`config.mk`:
```
export PLATFORM = sky130hd
export DESIGN_NAME = load_store_queue
export DESIGN_NICKNAME = d
export VERILOG_FILES = /design/src/rtl/load_store_queue.sv
export SDC_FILE = /design/constraint.sdc
export NUM_CORES = 1
export LEC_CHECK = 0
export ABC_AREA = 1
export CORE_ASPECT_RATIO = 1.2
export CORE_MARGIN = 2
export CORE_UTILIZATION = 25
export CTS_CLUSTER_SIZE = 16
export DETAILED_ROUTE_END_ITERATION = 16
export PLACE_DENSITY = 0.47
export SETUP_SLACK_MARGIN = 0.4
export SLEW_MARGIN = 40
export SYNTH_ARGS = -nofsm -noshare
export SYNTH_HDL_FRONTEND = slang
export SYNTH_SLANG_ARGS = --single-unit
```
`constraint.sdc`:
```
create_clock -name clk_i -period 7.9 [get_ports clk_i]
set_input_delay 1.185 -clock clk_i [delete_from_list [all_inputs] [get_ports clk_i]]
set_output_delay 1.185 -clock clk_i [all_outputs]
set_load 0.02 [all_outputs]
```
`src/rtl/load_store_queue.sv`:
```
// rtl/load_store_queue.sv - in-order load/store queue issuing one data-memory transaction at a time
module load_store_queue #(
  parameter int P_DEPTH = 4
) (
  input  logic        clk_i,
  input  logic        clk_en_i,
  input  logic        resetb_i,
  input  logic        ex_lq_wr_i,
  input  logic        ex_sq_wr_i,
  input  logic [2:0]  ex_funct3_i,
  input  logic [4:0]  ex_regd_addr_i,
  input  logic [31:0] ex_regs2_data_i,
  input  logic [31:0] ex_addr_i,
  output logic        ex_full_o,
  output logic        dmem_req_o,
  output logic        dmem_we_o,
  output logic [31:0] dmem_addr_o,
  output logic [3:0]  dmem_be_o,
  output logic [31:0] dmem_wdata_o,
  input  logic        dmem_gnt_i,
  input  logic        dmem_rvalid_i,
  input  logic [31:0] dmem_rdata_i,
  output logic        wb_regd_wr_o,
  output logic [4:0]  wb_regd_addr_o,
  output logic [31:0] wb_regd_data_o,
  output logic        lsq_fault_o,
  output logic [31:0] lsq_fault_addr_o
);
  localparam int AW = $clog2(P_DEPTH);
  localparam int CW = AW + 1;
  localparam logic [CW-1:0] DEPTH_C = CW'(P_DEPTH);

  typedef struct packed {
    logic        st;
    logic [2:0]  f3;
    logic [4:0]  rd;
    logic [31:0] data;
    logic [31:0] addr;
  } entry_t;

  typedef enum logic [1:0] {S_IDLE, S_REQ, S_WAIT_R} state_t;

  entry_t        q_mem [P_DEPTH];
  entry_t        head;
  logic [AW-1:0] wr_ptr_q, rd_ptr_q;
  logic [CW-1:0] count_q;
  state_t        state_q, state_d;
  logic          empty, enq, pop, fault_set, wb_set, head_legal;
  logic [3:0]    be_c;
  logic [31:0]   wdata_c, load_c;
  logic [7:0]    byte_c;
  logic [15:0]   half_c;
  logic          fault_q, wb_wr_q;
  logic [31:0]   fault_addr_q, wb_data_q;
  logic [4:0]    wb_addr_q;

  assign head      = q_mem[rd_ptr_q];
  assign empty     = (count_q == '0);
  assign ex_full_o = (count_q == DEPTH_C);
  assign enq       = (ex_lq_wr_i | ex_sq_wr_i) & ~ex_full_o;

  always_ff @(posedge clk_i) begin
    if (clk_en_i && enq) begin
      // Both strobes set is treated as a load.
      q_mem[wr_ptr_q] <= '{st: ex_sq_wr_i & ~ex_lq_wr_i, f3: ex_funct3_i, rd: ex_regd_addr_i,
                           data: ex_regs2_data_i, addr: ex_addr_i};
    end
  end

  always_comb begin
    head_legal = 1'b1;
    case (head.f3)
      3'b000, 3'b100: head_legal = 1'b1;
      3'b001, 3'b101: head_legal = ~head.addr[0];
      3'b010:         head_legal = (head.addr[1:0] == 2'b00);
      default:        head_legal = 1'b0;
    endcase
    if (head.st && head.f3[2]) head_legal = 1'b0;
  end

  always_comb begin
    be_c    = 4'hF;
    wdata_c = head.data;
    case (head.f3[1:0])
      2'b00: begin
        be_c    = 4'b0001 << head.addr[1:0];
        wdata_c = {4{head.data[7:0]}};
      end
      2'b01: begin
        be_c    = 4'b0011 << {head.addr[1], 1'b0};
        wdata_c = {2{head.data[15:0]}};
      end
      default: ;
    endcase
  end

  always_comb begin
    case (head.addr[1:0])
      2'b00:   byte_c = dmem_rdata_i[7:0];
      2'b01:   byte_c = dmem_rdata_i[15:8];
      2'b10:   byte_c = dmem_rdata_i[23:16];
      default: byte_c = dmem_rdata_i[31:24];
    endcase
    half_c = head.addr[1] ? dmem_rdata_i[31:16] : dmem_rdata_i[15:0];
    case (head.f3)
      3'b000:  load_c = {{24{byte_c[7]}}, byte_c};
      3'b100:  load_c = {24'd0, byte_c};
      3'b001:  load_c = {{16{half_c[15]}}, half_c};
      3'b101:  load_c = {16'd0, half_c};
      default: load_c = dmem_rdata_i;
    endcase
  end

  always_comb begin
    state_d   = state_q;
    pop       = 1'b0;
    fault_set = 1'b0;
    wb_set    = 1'b0;
    case (state_q)
      S_IDLE: begin
        if (!empty) begin
          if (head_legal) begin
            state_d = S_REQ;
          end else begin
            pop       = 1'b1;
            fault_set = 1'b1;
          end
        end
      end
      S_REQ: begin
        if (dmem_gnt_i) begin
          if (head.st) begin
            pop     = 1'b1;
            state_d = S_IDLE;
          end else begin
            state_d = S_WAIT_R;
          end
        end
      end
      S_WAIT_R: begin
        if (dmem_rvalid_i) begin
          pop     = 1'b1;
          wb_set  = 1'b1;
          state_d = S_IDLE;
        end
      end
      default: state_d = S_IDLE;
    endcase
  end

  always_ff @(posedge clk_i or negedge resetb_i) begin
    if (!resetb_i) begin
      state_q      <= S_IDLE;
      wr_ptr_q     <= '0;
      rd_ptr_q     <= '0;
      count_q      <= '0;
      fault_q      <= 1'b0;
      fault_addr_q <= '0;
      wb_wr_q      <= 1'b0;
      wb_addr_q    <= '0;
      wb_data_q    <= '0;
    end else if (clk_en_i) begin
      state_q      <= state_d;
      if (enq) wr_ptr_q <= wr_ptr_q + AW'(1);
      if (pop) rd_ptr_q <= rd_ptr_q + AW'(1);
      count_q      <= count_q + CW'(enq) - CW'(pop);
      fault_q      <= fault_set;
      fault_addr_q <= fault_set ? head.addr : '0;
      // Loads to x0 still use the bus but never write back.
      wb_wr_q      <= wb_set && (head.rd != 5'd0);
      wb_addr_q    <= (wb_set && (head.rd != 5'd0)) ? head.rd : '0;
      wb_data_q    <= (wb_set && (head.rd != 5'd0)) ? load_c : '0;
    end
  end

  assign dmem_req_o       = (state_q == S_REQ);
  assign dmem_we_o        = dmem_req_o & head.st;
  assign dmem_addr_o      = dmem_req_o ? {head.addr[31:2], 2'b00} : '0;
  assign dmem_be_o        = dmem_req_o ? be_c : '0;
  assign dmem_wdata_o     = dmem_we_o ? wdata_c : '0;
  assign wb_regd_wr_o     = wb_wr_q;
  assign wb_regd_addr_o   = wb_addr_q;
  assign wb_regd_data_o   = wb_data_q;
  assign lsq_fault_o      = fault_q;
  assign lsq_fault_addr_o = fault_addr_q;

  always_ff @(posedge clk_i) begin
    if (resetb_i && clk_en_i) begin
      assert (!((ex_lq_wr_i || ex_sq_wr_i) && ex_full_o))
        else $warning("load_store_queue: enqueue while full dropped");
      assert (!(ex_lq_wr_i && ex_sq_wr_i))
        else $warning("load_store_queue: load and store enqueued together, kept as load");
    end
  end
endmodule

```
==> results by group, run 1 <==
Pwr
  – Pleak: 7.624 nW
  – Pwr Density: 368.8 nW/um^2
  – Total power: 0.007524 W
  – Logic pwr share: 0.394
  – P_sw: 0.002980 W
  – P_int: 0.004544 W
  – Net switching share of the total power: 0.3961
  – Seq pwr share: 0.344
  – IR drop worst, VDD: 218.0 uV
  – Clk pwr share: 0.261

Setup path
  – Crit path kind: reg -> out
  – Crit. End Element: output port
  – Startpoint Class: flip-flop
  – R2r worst-path depth: 17
  – Worst path cell trace: buf_12 > inv_6 > nand2_1 > nand3_2 > nand2_4 > nand2_2 > inv_2 > a211oi_1 > clkdlybuf4s50_1
  – CP Data Arrival Time: 4.40 ns
  – CP max FO: 77
  – Slowest CP cell: clkdlybuf4s50_1
  – Buf+Inv Stages, Crit Path: 4
  – Critical path's top delay family: buffers and inverters
  – Req. time, crit path: 6.71 ns
  – CP Depth: 9
  – Crit path largest cell delay: 0.66 ns

STA
  – Hold_ws: 0.4762 ns
  – Slew HR: 0.4444
  – Clock skew: 0.03958 ns
  – Final Cycle Share: 0.7072
  – Crit path time final: 5.587 ns
  – Max frequency: 179.0 MHz
  – Endpoints failing hold: 0
  – Pins Over Slew Limit: 0
  – Slew @ Worst Pin: 0.8334 ns
  – RSZ-0062 raised after global routing: false
  – Setup TNS: 0 ns
  – Final setup fails: 0

CTS
  – CTS sink cnt: 372
  – H-tree depth: 2
  – Worst-path clk slew: 0.06 ns
  – CTS buffer count: 42
  – CTS tree: built
  – Post-CTS Resized: 0
  – Post-CTS setup buffer count: 0
  – Root buffer cell: clkbuf_16
  – Max Root-Sink Buffers: 3
  – Clk_lat worst skew: 0.60 ns
  – # hold bufs at CTS: 0

Drt
  – 1st-iter DRT viols: 849
  – DRC viols: 0
  – Via count: 11,480
  – Via-per-instance ratio: 4.571
  – First-pass DRT Iterations: 6
  – Antenna-violating nets left: 0
  – Routed length per placed instance: 19.29 microns
  – Drt total wl: 48,450 microns

Cells and area
  – Final net count: 1,779
  – Fin area: 20,400 sq um
  – Filler cell count: 6,306
  – Most common cell after layout, fill and taps aside: nand2_1
  – Commonest cells after routing, fill and taps aside: 335 x nand2_1, 292 x edfxtp_1, 249 x clkdlybuf4s50_1
  – Syn-to-layout area delta: 30.19%
  – Layout cells sized above 1: 0.07561

Yosys
  – Sequential area share after synthesis: 0.6873
  – Yosys reg bits: 372
  – Xor and xnor fraction of the mapped netlist area: 0.001677
  – Largest family of logic cells by synthesized area: simple AND/OR/NAND/NOR gates
  – Fraction of the mapped netlist area in compound gates: 0.09406
  – Simple-Gate Fraction of Synth Area: 0.1690
  – Synthesis Warnings: 0
  – Post-synthesis mux area share: 0
  – Synth Area in Adders: 0.006068
  – Post-Syn Area: 15,670 sq um
  – Yosys cell types: 37
  – Synthesized instance count: 1,430
  – Mean Syn Cell Area: 10.96 sq um

Global route
  – Met1 Use GR: 0.1800
  – Number of global-route vias before repair: 11,280
  – First-pass GRT wire length: 71,620 microns
  – Most used routing layer: met2
  – Initial antenna violation count: 8
  – Met2 Use GR: 0.2534
  – Total congestion overflow: 0
  – M3 GR Usage: 0.03770
  – Global Route Usage Sum: 0.1475
  – Largest net degree at the start of global routing: 79

Place
  – Port bufs: 250
  – DP Area: 18,960 sq um
  – HPWL after detailed placement: 31,240 microns
  – Final Wtd Congestion: 0.8414

Die
  – Die Y: 278.3 microns
  – Num rows: 100
  – DIE WIDTH: 232.5 microns
  – Core Box Area: 62,060 sq um
  – IO Pins: 253
  – Die ar.: 64,710 sq um
  – Starting Density: 0.2525

Status
  – Status: finished, final reports clean

Hold path
  – Hold path depth: 2
  – Min-delay worst type: reg -> reg

Run
  – Max-cap violations: 0
[sequential cells by signal (all words and copies together), names as in the netlist]
signal            count
count_q               3
lsq_fault_addr_o     32
lsq_fault_o           1
q_mem               292
rd_ptr_q              2
state_q               2
wb_regd_addr_o        5
wb_regd_data_o       32
wb_regd_wr_o          1
wr_ptr_q              2
[synthesized netlist by cell type]
| cell type | n | share of area |
|---|---|---|
| nor3_1 | 6 | 0.0019 |
| nor2_1 | 200 | 0.048 |
| inv_1 | 59 | 0.014 |
| nand3_2 | 6 | 0.0038 |
| ha_1 | 6 | 0.0048 |
| nand2_4 | 2 | 0.0014 |
| buf_2 | 30 | 0.0096 |
| nand4_1 | 5 | 0.0020 |
| buf_1 | 2 | 0.00048 |
| dfrtp_1 | 80 | 0.13 |
| o211ai_2 | 1 | 0.00080 |
| a21oi_1 | 39 | 0.012 |
| a32o_1 | 9 | 0.0057 |
| inv_4 | 1 | 0.00040 |
| o21ai_0 | 139 | 0.044 |
| nand2_2 | 13 | 0.0052 |
| o22ai_1 | 41 | 0.016 |
| clkinv_2 | 1 | 0.00032 |
| buf_4 | 6 | 0.0029 |
| nand2_1 | 336 | 0.080 |
| a211oi_1 | 9 | 0.0043 |
| o21ai_2 | 1 | 0.00056 |
| nand3_1 | 57 | 0.018 |
| o211ai_1 | 8 | 0.0038 |
| nor2_2 | 3 | 0.0012 |
| or2_2 | 10 | 0.0040 |
| o21ai_1 | 7 | 0.0022 |
| inv_2 | 4 | 0.00096 |
| edfxtp_1 | 292 | 0.56 |
| xor2_1 | 3 | 0.0017 |
| or2_4 | 1 | 0.00056 |
| clkbuf_1 | 36 | 0.0086 |
| fa_1 | 1 | 0.0013 |
| nand3_4 | 2 | 0.0022 |
| conb_1 | 1 | 0.00024 |
| buf_6 | 6 | 0.0043 |
| o21a_1 | 7 | 0.0034 |
[final cells by class]
class	count	area [sq um]	share of cell area
Clock inverter	21	270.3	0.01325
Sequential cell	372	10780	0.5282
Tap cell	816	1021	0.05005
Antenna cell	3	7.507	0.0003680
Clock buffer	55	1121	0.05495
Multi-Input combinational cell	914	4295	0.2105
Timing Repair Buffer	266	2655	0.1301
Inverter	65	255.2	0.01251
[power groups by stage]
stage | registers (W) | logic, W | clock network, W
floorplan | 0.00271 | 0.00177 | 0
global placement | 0.00267 | 0.00295 | 0
detailed placement | 0.00267 | 0.00298 | 0
CTS | 0.00263 | 0.00299 | 0.00203
global route | 0.00262 | 0.00329 | 0.00210
finish | 0.00259 | 0.00297 | 0.00197
[per-stage QoR]
| stage | utilization | worst slack [ns] | instances |
|---|---|---|---|
| floorplan | - | 2.563 | 1431 |
| CTS | 0.3280 | 1.998 | 2508 |
| detailed placement | 0.3056 | 2.631 | 2432 |
| global placement | 0.3053 | 2.376 | 2432 |
| finish | 0.3287 | 2.313 | 2512 |
| global route | 0.3286 | 2.029 | 2510 |
[worst register-to-register path: cells and delay by family, from the launching register on]
family                   cells  cell delay [ns]
buffers and inverters        3             0.62
adder cells (fa/ha/maj)      3             0.92
XOR/XNOR                     1             0.15
AND/OR/NAND/NOR              8             1.37
flip-flops                   1             0.57
AO/OA/AOI/OAI                2             0.25
[routing by layer]
metal / up-vias / part of all wire
met4: 14 / 0.027
li1: 5397 / -
met3: 88 / 0.066
met5: - / 0.0021
met2: 338 / 0.49
met1: 5645 / 0.41
[cell families (layout without fill, tap and decap cells)]
logic type	count (synthesis)	count (layout)
xor+xnor	3	3
compound gates	261	261
fa+ha+maj	7	7
simple gates	641	641
buf+inv	145	407
other cells	1	5
flops	372	372
[path summary, 6_finish.rpt]
| path | slack, ns | endpoint | startpoint |
|---|---|---|---|
| max reg2reg | 3.92 | count_q[2]$_DFFE_PN0P_ | rd_ptr_q[0]$_DFFE_PN0P_ |
| max in group asynchronous | 6.44 | rd_ptr_q[0]$_DFFE_PN0P_ | resetb_i |
| min reg2reg | 0.48 | wb_regd_data_o[22]$_DFFE_PN0P_ | wb_regd_data_o[22]$_DFFE_PN0P_ |
| max | 2.31 | dmem_be_o[0] | rd_ptr_q[0]$_DFFE_PN0P_ |
| min | 0.48 | wb_regd_data_o[22]$_DFFE_PN0P_ | wb_regd_data_o[22]$_DFFE_PN0P_ |
| min in group asynchronous | 0.54 | wb_regd_data_o[26]$_DFFE_PN0P_ | resetb_i |
(Power assumes the default switching activity.)
==> inputs of run 2 (changes only) <==
--- a/config.mk
+++ b/config.mk
@@ -11,7 +11,7 @@
 export CORE_UTILIZATION = 25
 export CTS_CLUSTER_SIZE = 16
 export DETAILED_ROUTE_END_ITERATION = 16
-export PLACE_DENSITY = 0.47
+export PLACE_DENSITY = 0.49
 export SETUP_SLACK_MARGIN = 0.4
 export SLEW_MARGIN = 40
 export SYNTH_ARGS = -nofsm -noshare
==> constraint.sdc (replaced) <==
create_clock -name clk_i -period 4.59 [get_ports clk_i]
set_input_delay 0.6885 -clock clk_i [delete_from_list [all_inputs] [get_ports clk_i]]
set_output_delay 0.6885 -clock clk_i [all_outputs]
set_load 0.02 [all_outputs]
==> results by group, run 2 (same netlist as run 1, synthesis figures left out) <==
Status
  – Status: finished, final reports clean

Setup path
  – Crit. End Element: output port
  – CP Data Arrival Time: 3.33 ns
  – Req. time, crit path: 3.90 ns
  – Crit path largest cell delay: 0.68 ns
  – CP max FO: 27
  – R2r setup slk: 1.04 ns
  – Crit path kind: reg -> out
  – Slowest CP cell: clkdlybuf4s50_1
  – Worst path cell trace: inv_4 > nand2_1 > nand3_2 > nand2_4 > nand2_2 > inv_1 > a211oi_1 > clkdlybuf4s50_1
  – Startpoint Class: flip-flop

Drt
  – Via count: 11,410
  – DRC viols: 0
  – Antenna-violating nets left: 0
  – 1st-iter DRT viols: 644
  – First-pass DRT Iterations: 5
  – Drt total wl: 48,230 microns
  – Via-per-instance ratio: 4.519
  – Routed length per placed instance: 19.11 microns

Cells and area
  – Fin area: 20,530 sq um
  – Syn-to-layout area delta: 31.00%
  – Commonest cells after routing, fill and taps aside: 335 x nand2_1, 292 x edfxtp_1, 249 x clkdlybuf4s50_1
  – Final net count: 1,790
  – Max reg flops: 292
  – Layout cells sized above 1: 0.08382
  – Biggest register: q_mem
  – Most common cell after layout, fill and taps aside: nand2_1

Run
  – Max-cap violations: 0

Pwr
  – Logic pwr share: 0.397
  – IR drop worst, VDD: 442.2 uV
  – Clk pwr share: 0.259
  – P_int: 0.007898 W
  – Net switching share of the total power: 0.3896
  – Total power: 0.01294 W
  – Pleak: 7.705 nW
  – P_sw: 0.005042 W
  – Seq pwr share: 0.345
  – Pwr Density: 630.4 nW/um^2

Die
  – DIE WIDTH: 232.5 microns
  – Core Box Area: 62,060 sq um
  – Num rows: 100
  – IO Pins: 253
  – Die ar.: 64,710 sq um
  – Starting Density: 0.2525
  – Die Y: 278.3 microns

Place
  – Pre-CTS setup slack: 0.8600 ns
  – Port bufs: 250
  – Final Wtd Congestion: 0.8392
  – HPWL after detailed placement: 31,350 microns
  – DP Area: 19,070 sq um

STA
  – Slew HR: 0.5097
  – Endpoints failing hold: 0
  – Hold_ws: 0.1689 ns
  – Final Cycle Share: 0.8745
  – Setup TNS: 0 ns
  – RSZ-0062 raised after global routing: false
  – Slew @ Worst Pin: 0.7354 ns
  – Crit path time final: 4.014 ns
  – Fin worst setup slack: 0.5761 ns
  – Final setup fails: 0
  – Clock skew: 0.02223 ns
  – Max frequency: 249.1 MHz
  – Pins Over Slew Limit: 0

Global route
  – Initial antenna violation count: 12
  – First-pass GRT wire length: 71,590 microns
  – Total congestion overflow: 0
  – Global Route Usage Sum: 0.1469
  – Largest net degree at the start of global routing: 83
  – Number of global-route vias before repair: 11,450

CTS
  – Root buffer cell: clkbuf_16
  – H-tree depth: 2
  – Clk_lat worst skew: 0.57 ns
  – CTS buffer count: 43
  – CTS sink cnt: 372
  – Worst-path clk slew: 0.07 ns
  – Max Root-Sink Buffers: 3
  – CTS tree: built

Hold path
  – Min-delay worst type: in -> async
==> run 2: changes by cell type in the layout (fill, tap and decap cells not counted), sizes merged <==
cell / change
clkinvlp: -2
bufinv: -2
diode: -1
clkbuf: +7
buf: +10
==> run 2: worst paths after layout <==
path | from | to | cells past startpoint
min in group clk_i | wb_regd_data_o[16]$_DFFE_PN0P_ | wb_regd_data_o[16]$_DFFE_PN0P_ | 2
max | rd_ptr_q[0]$_DFFE_PN0P_ | dmem_wdata_o[27] | 8
min reg2reg | wb_regd_data_o[16]$_DFFE_PN0P_ | wb_regd_data_o[16]$_DFFE_PN0P_ | 2
max reg2reg | rd_ptr_q[0]$_DFFE_PN0P_ | count_q[2]$_DFFE_PN0P_ | 17
min | resetb_i | state_q[1]$_DFFE_PN0P_ | 1
max in group asynchronous | resetb_i | lsq_fault_addr_o[26]$_DFFE_PN0P_ | 2
==> run 2: area by class of cell <==
class                      count  area [sq um]
antenna                        2         5.005
tap                          816          1021
multi-input combinational    914          4314
inverter                      65         252.7
sequential                   372         10780
clock buffer                  62          1240
fill                        6345         41530
timing repair buffer         276          2765
clock inverter                17         155.1
==> run 2: power groups by stage <==
stage / registers, W / clock network (W) / logic (W)
6_report: 0.00446 / 0.00335 / 0.00513
5_1_grt: 0.00452 / 0.00359 / 0.00567
4_1_cts: 0.00447 / 0.00346 / 0.00519
3_5_place_dp: 0.00453 / 0 / 0.00516
3_3_place_gp: 0.00452 / 0 / 0.00513
2_1_floorplan: 0.00467 / 0 / 0.00304
==> run 2: what timing repair did <==
| item | 4_1_cts | 5_1_grt |
|---|---|---|
| setup buffers | 0 | 2 |
| resized for setup | 3 | 3 |
| setup endpoints to repair | 30 | 10 |
| hold buffers | 0 | 0 |
| pin swaps | 0 | 1 |
==> run 2: metrics by stage <==
stage,util,std cells
after global placement,0.3070,2440
after global routing,0.3307,2523
final,0.3308,2524
after CTS,0.3300,2519
after floorplan,-,1431
after detailed placement,0.3073,2440
==> run 2: critical path, delay by kind of cell, from the launching register on <==
family          cells  cell delay, ns
compound gates      1            0.39
simple gates        4            0.65
buf+inv             3            1.08
flops               1            0.61
==> run 2: layer usage <==
layer / wire length [microns] / share of wire / vias to the layer above / global-route usage
met3: 3186 / 0.066 / 67 / 0.03781
met4: 991 / 0.021 / 12 / 0.04050
li1: - / - / 5417 / -
met5: 73 / 0.0015 / - / 0
met2: 23730 / 0.49 / 332 / 0.2524
met1: 20250 / 0.42 / 5577 / 0.1815
==> inputs of run 3 (changes only) <==
--- a/config.mk
+++ b/config.mk
@@ -5,7 +5,7 @@
 export SDC_FILE = /design/constraint.sdc
 export NUM_CORES = 1
 export LEC_CHECK = 0
-export ABC_AREA = 1
+export CAP_MARGIN = 20
 export CORE_ASPECT_RATIO = 1.2
 export CORE_MARGIN = 2
 export CORE_UTILIZATION = 25
==> results by group, run 3 <==
Global route
  – Most used routing layer: met2
  – Initial antenna violation count: 4
  – First-pass GRT wire length: 62,240 microns
  – Largest net degree at the start of global routing: 61
  – Number of global-route vias before repair: 9,273
  – Global Route Usage Sum: 0.1345
  – M3 GR Usage: 0.03871
  – Met2 Use GR: 0.2337
  – Total congestion overflow: 0
  – Met1 Use GR: 0.1645

STA
  – Setup TNS: 0 ns
  – Slew @ Worst Pin: 0.7140 ns
  – Pins Over Slew Limit: 0
  – Slew HR: 0.5240
  – Crit path time final: 3.974 ns
  – Final setup fails: 0
  – RSZ-0062 raised after global routing: false
  – Hold_ws: 0.1018 ns
  – Clock skew: 0.01107 ns
  – Final Cycle Share: 0.8658
  – Fin worst setup slack: 0.6160 ns
  – Max frequency: 251.6 MHz
  – Endpoints failing hold: 0

Die
  – Num rows: 98
  – Starting Density: 0.2527
  – DIE WIDTH: 227.8 microns
  – Die ar.: 62,100 sq um
  – Core Box Area: 59,470 sq um
  – Die Y: 272.6 microns
  – IO Pins: 253

Drt
  – Via-per-instance ratio: 4.445
  – Drt total wl: 41,900 microns
  – 1st-iter DRT viols: 505
  – Via count: 8,655
  – Routed length per placed instance: 21.52 microns
  – DRC viols: 0
  – Antenna-violating nets left: 0
  – First-pass DRT Iterations: 5

Status
  – Status: finished, final reports clean

Yosys
  – Synth Area in Adders: 0.006328
  – Yosys cell types: 55
  – Async SR Flop Fraction: 0.2151
  – Fraction of the mapped netlist area in compound gates: 0.06869
  – Synth cell count leaders: 292 x edfxtp_1, 80 x dfrtp_1, 73 x mux4_2
  – Mean Syn Cell Area: 17.72 sq um
  – Most frequent cell after synthesis: edfxtp_1
  – Synthesis Warnings: 0
  – Post-synthesis mux area share: 0.1292
  – Post-synth EDFFs: 292
  – Synth area leaders: edfxtp_1 58%, dfrtp_1 13%, mux4_2 11%
  – Sequential area share after synthesis: 0.7167
  – Xor and xnor fraction of the mapped netlist area: 0.002914
  – Synthesized instance count: 848
  – Simple-Gate Fraction of Synth Area: 0.05187
  – Yosys reg bits: 372
  – Post-Syn Area: 15,030 sq um
  – Largest family of logic cells by synthesized area: multiplexers
  – Main synth FF type: edfxtp_1
  – Cell accounting for the most synthesized area: edfxtp_1
  – Synth top area share: 0.5835

CTS
  – Max Root-Sink Buffers: 3
  – Worst-path clk slew: 0.06 ns
  – CTS sink cnt: 372
  – CTS buffer count: 43
  – Post-CTS setup buffer count: 0
  – CTS tree: built
  – Post-CTS Resized: 2
  – Root buffer cell: clkbuf_16
  – # hold bufs at CTS: 0
  – H-tree depth: 2
  – Clk_lat worst skew: 0.55 ns

Place
  – Port bufs: 250
  – Dpl cells: 1,869
  – DP Area: 18,540 sq um
  – Final Wtd Congestion: 0.7927
  – HPWL after detailed placement: 27,630 microns
  – Pre-CTS setup slack: 0.7816 ns

Cells and area
  – Post-Layout Cell Count: 1,947
  – Commonest cells after routing, fill and taps aside: 292 x edfxtp_1, 249 x clkdlybuf4s50_1, 78 x dfrtp_1
  – Biggest register: q_mem
  – Filler cell count: 5,740
  – Final net count: 1,232
  – Fin area: 20,000 sq um
  – Layout cells sized above 1: 0.1639
  – Most common cell after layout, fill and taps aside: edfxtp_1
  – Max reg flops: 292
  – Syn-to-layout area delta: 33.10%
  – N_diodes: 0

Setup path
  – Worst path cell trace: buf_12 > mux2_2 > buf_4 > nor2_1 > a211oi_1 > clkdlybuf4s50_1
  – Req. time, crit path: 3.90 ns
  – CP max FO: 33
  – Crit path kind: reg -> out
  – Slowest CP cell: clkdlybuf4s50_1
  – Crit. End Element: output port
  – CP Data Arrival Time: 3.29 ns
  – Startpoint Class: flip-flop
  – Crit path largest cell delay: 0.67 ns

Hold path
  – Min-delay worst type: in -> async

Pwr
  – IR drop worst, VDD: 327.8 uV
  – Pwr Density: 645.0 nW/um^2
  – Pleak: 6.979 nW

Run
  – Max-cap violations: 0
-- run 3: cell types whose count changed after synthesis, sizes merged, moves of 44 or more --
cell,change
a22o,+44
mux4,+73
nand2,-290
nand3,-56
nor2,-178
o21ai,-137
-- run 3: critical path, delay by kind of cell (launching register included) --
family / cells / cell delay, ns
buffers and inverters: 3 / 1.34
flip-flops: 1 / 0.55
multiplexers: 1 / 0.42
AO/OA/AOI/OAI: 1 / 0.32
AND/OR/NAND/NOR: 1 / 0.09
-- run 3: path summary, 6_finish.rpt --
check	cells past startpoint	to	start	slack, ns
max in group asynchronous	2	rd_ptr_q[1]$_DFFE_PN0P_	resetb_i	3.71
min in group clk_i	1	wb_regd_data_o[1]$_DFFE_PN0P_	wb_regd_data_o[1]$_DFFE_PN0P_	0.48
worst min register to register	1	wb_regd_data_o[1]$_DFFE_PN0P_	wb_regd_data_o[1]$_DFFE_PN0P_	0.48
worst min-delay path	1	wb_regd_data_o[28]$_DFFE_PN0P_	resetb_i	0.10
worst max register to register	11	count_q[2]$_DFFE_PN0P_	rd_ptr_q[0]$_DFFE_PN0P_	0.79
worst max-delay path	6	dmem_wdata_o[31]	rd_ptr_q[0]$_DFFE_PN0P_	0.62
-- run 3: where the power goes --
part	internal, W	switching (W)
Sequential	0.00430	0.000275
Combinational	0.00209	0.00275
Clock	0.00215	0.00133
Total	0.00855	0.00435
-- run 3: stage by stage --
step,total power [W],util
global route,0.01360,0.3364
CTS,0.01315,0.3362
finish,0.01290,0.3364
global placement,0.009576,0.3115
floorplan,0.007540,-
detailed placement,0.009582,0.3117
-- run 3: cell type report --
cell class / instances / area [sq um] / share of cell area
Clock buffer: 61 / 1236 / 0.06180
Clock inverter: 17 / 211.5 / 0.01057
Inverter: 26 / 97.59 / 0.004879
Multi-Input combinational cell: 398 / 3936 / 0.1968
Sequential cell: 372 / 10780 / 0.5388
Tap cell: 800 / 1001 / 0.05004
Timing Repair Buffer: 273 / 2743 / 0.1371
-- run 3: cell families (layout without fill, tap and decap cells) --
family	after synthesis	in the layout
buffers and inverters	79	377
and+or+nand+nor	156	156
xor gates and xnor gates	5	5
adders and majority gates	7	7
DFF	372	372
muxes	102	102
AOI/OAI and AO/OA	126	126
other	1	2
-- run 3: layer usage --
metal  wire length, microns  vias to the layer above
met5                     50                        -
met4                    765                        8
met3                   2711                       55
met2                  20940                      268
met1                  17430                     4425
li1                       -                     3899
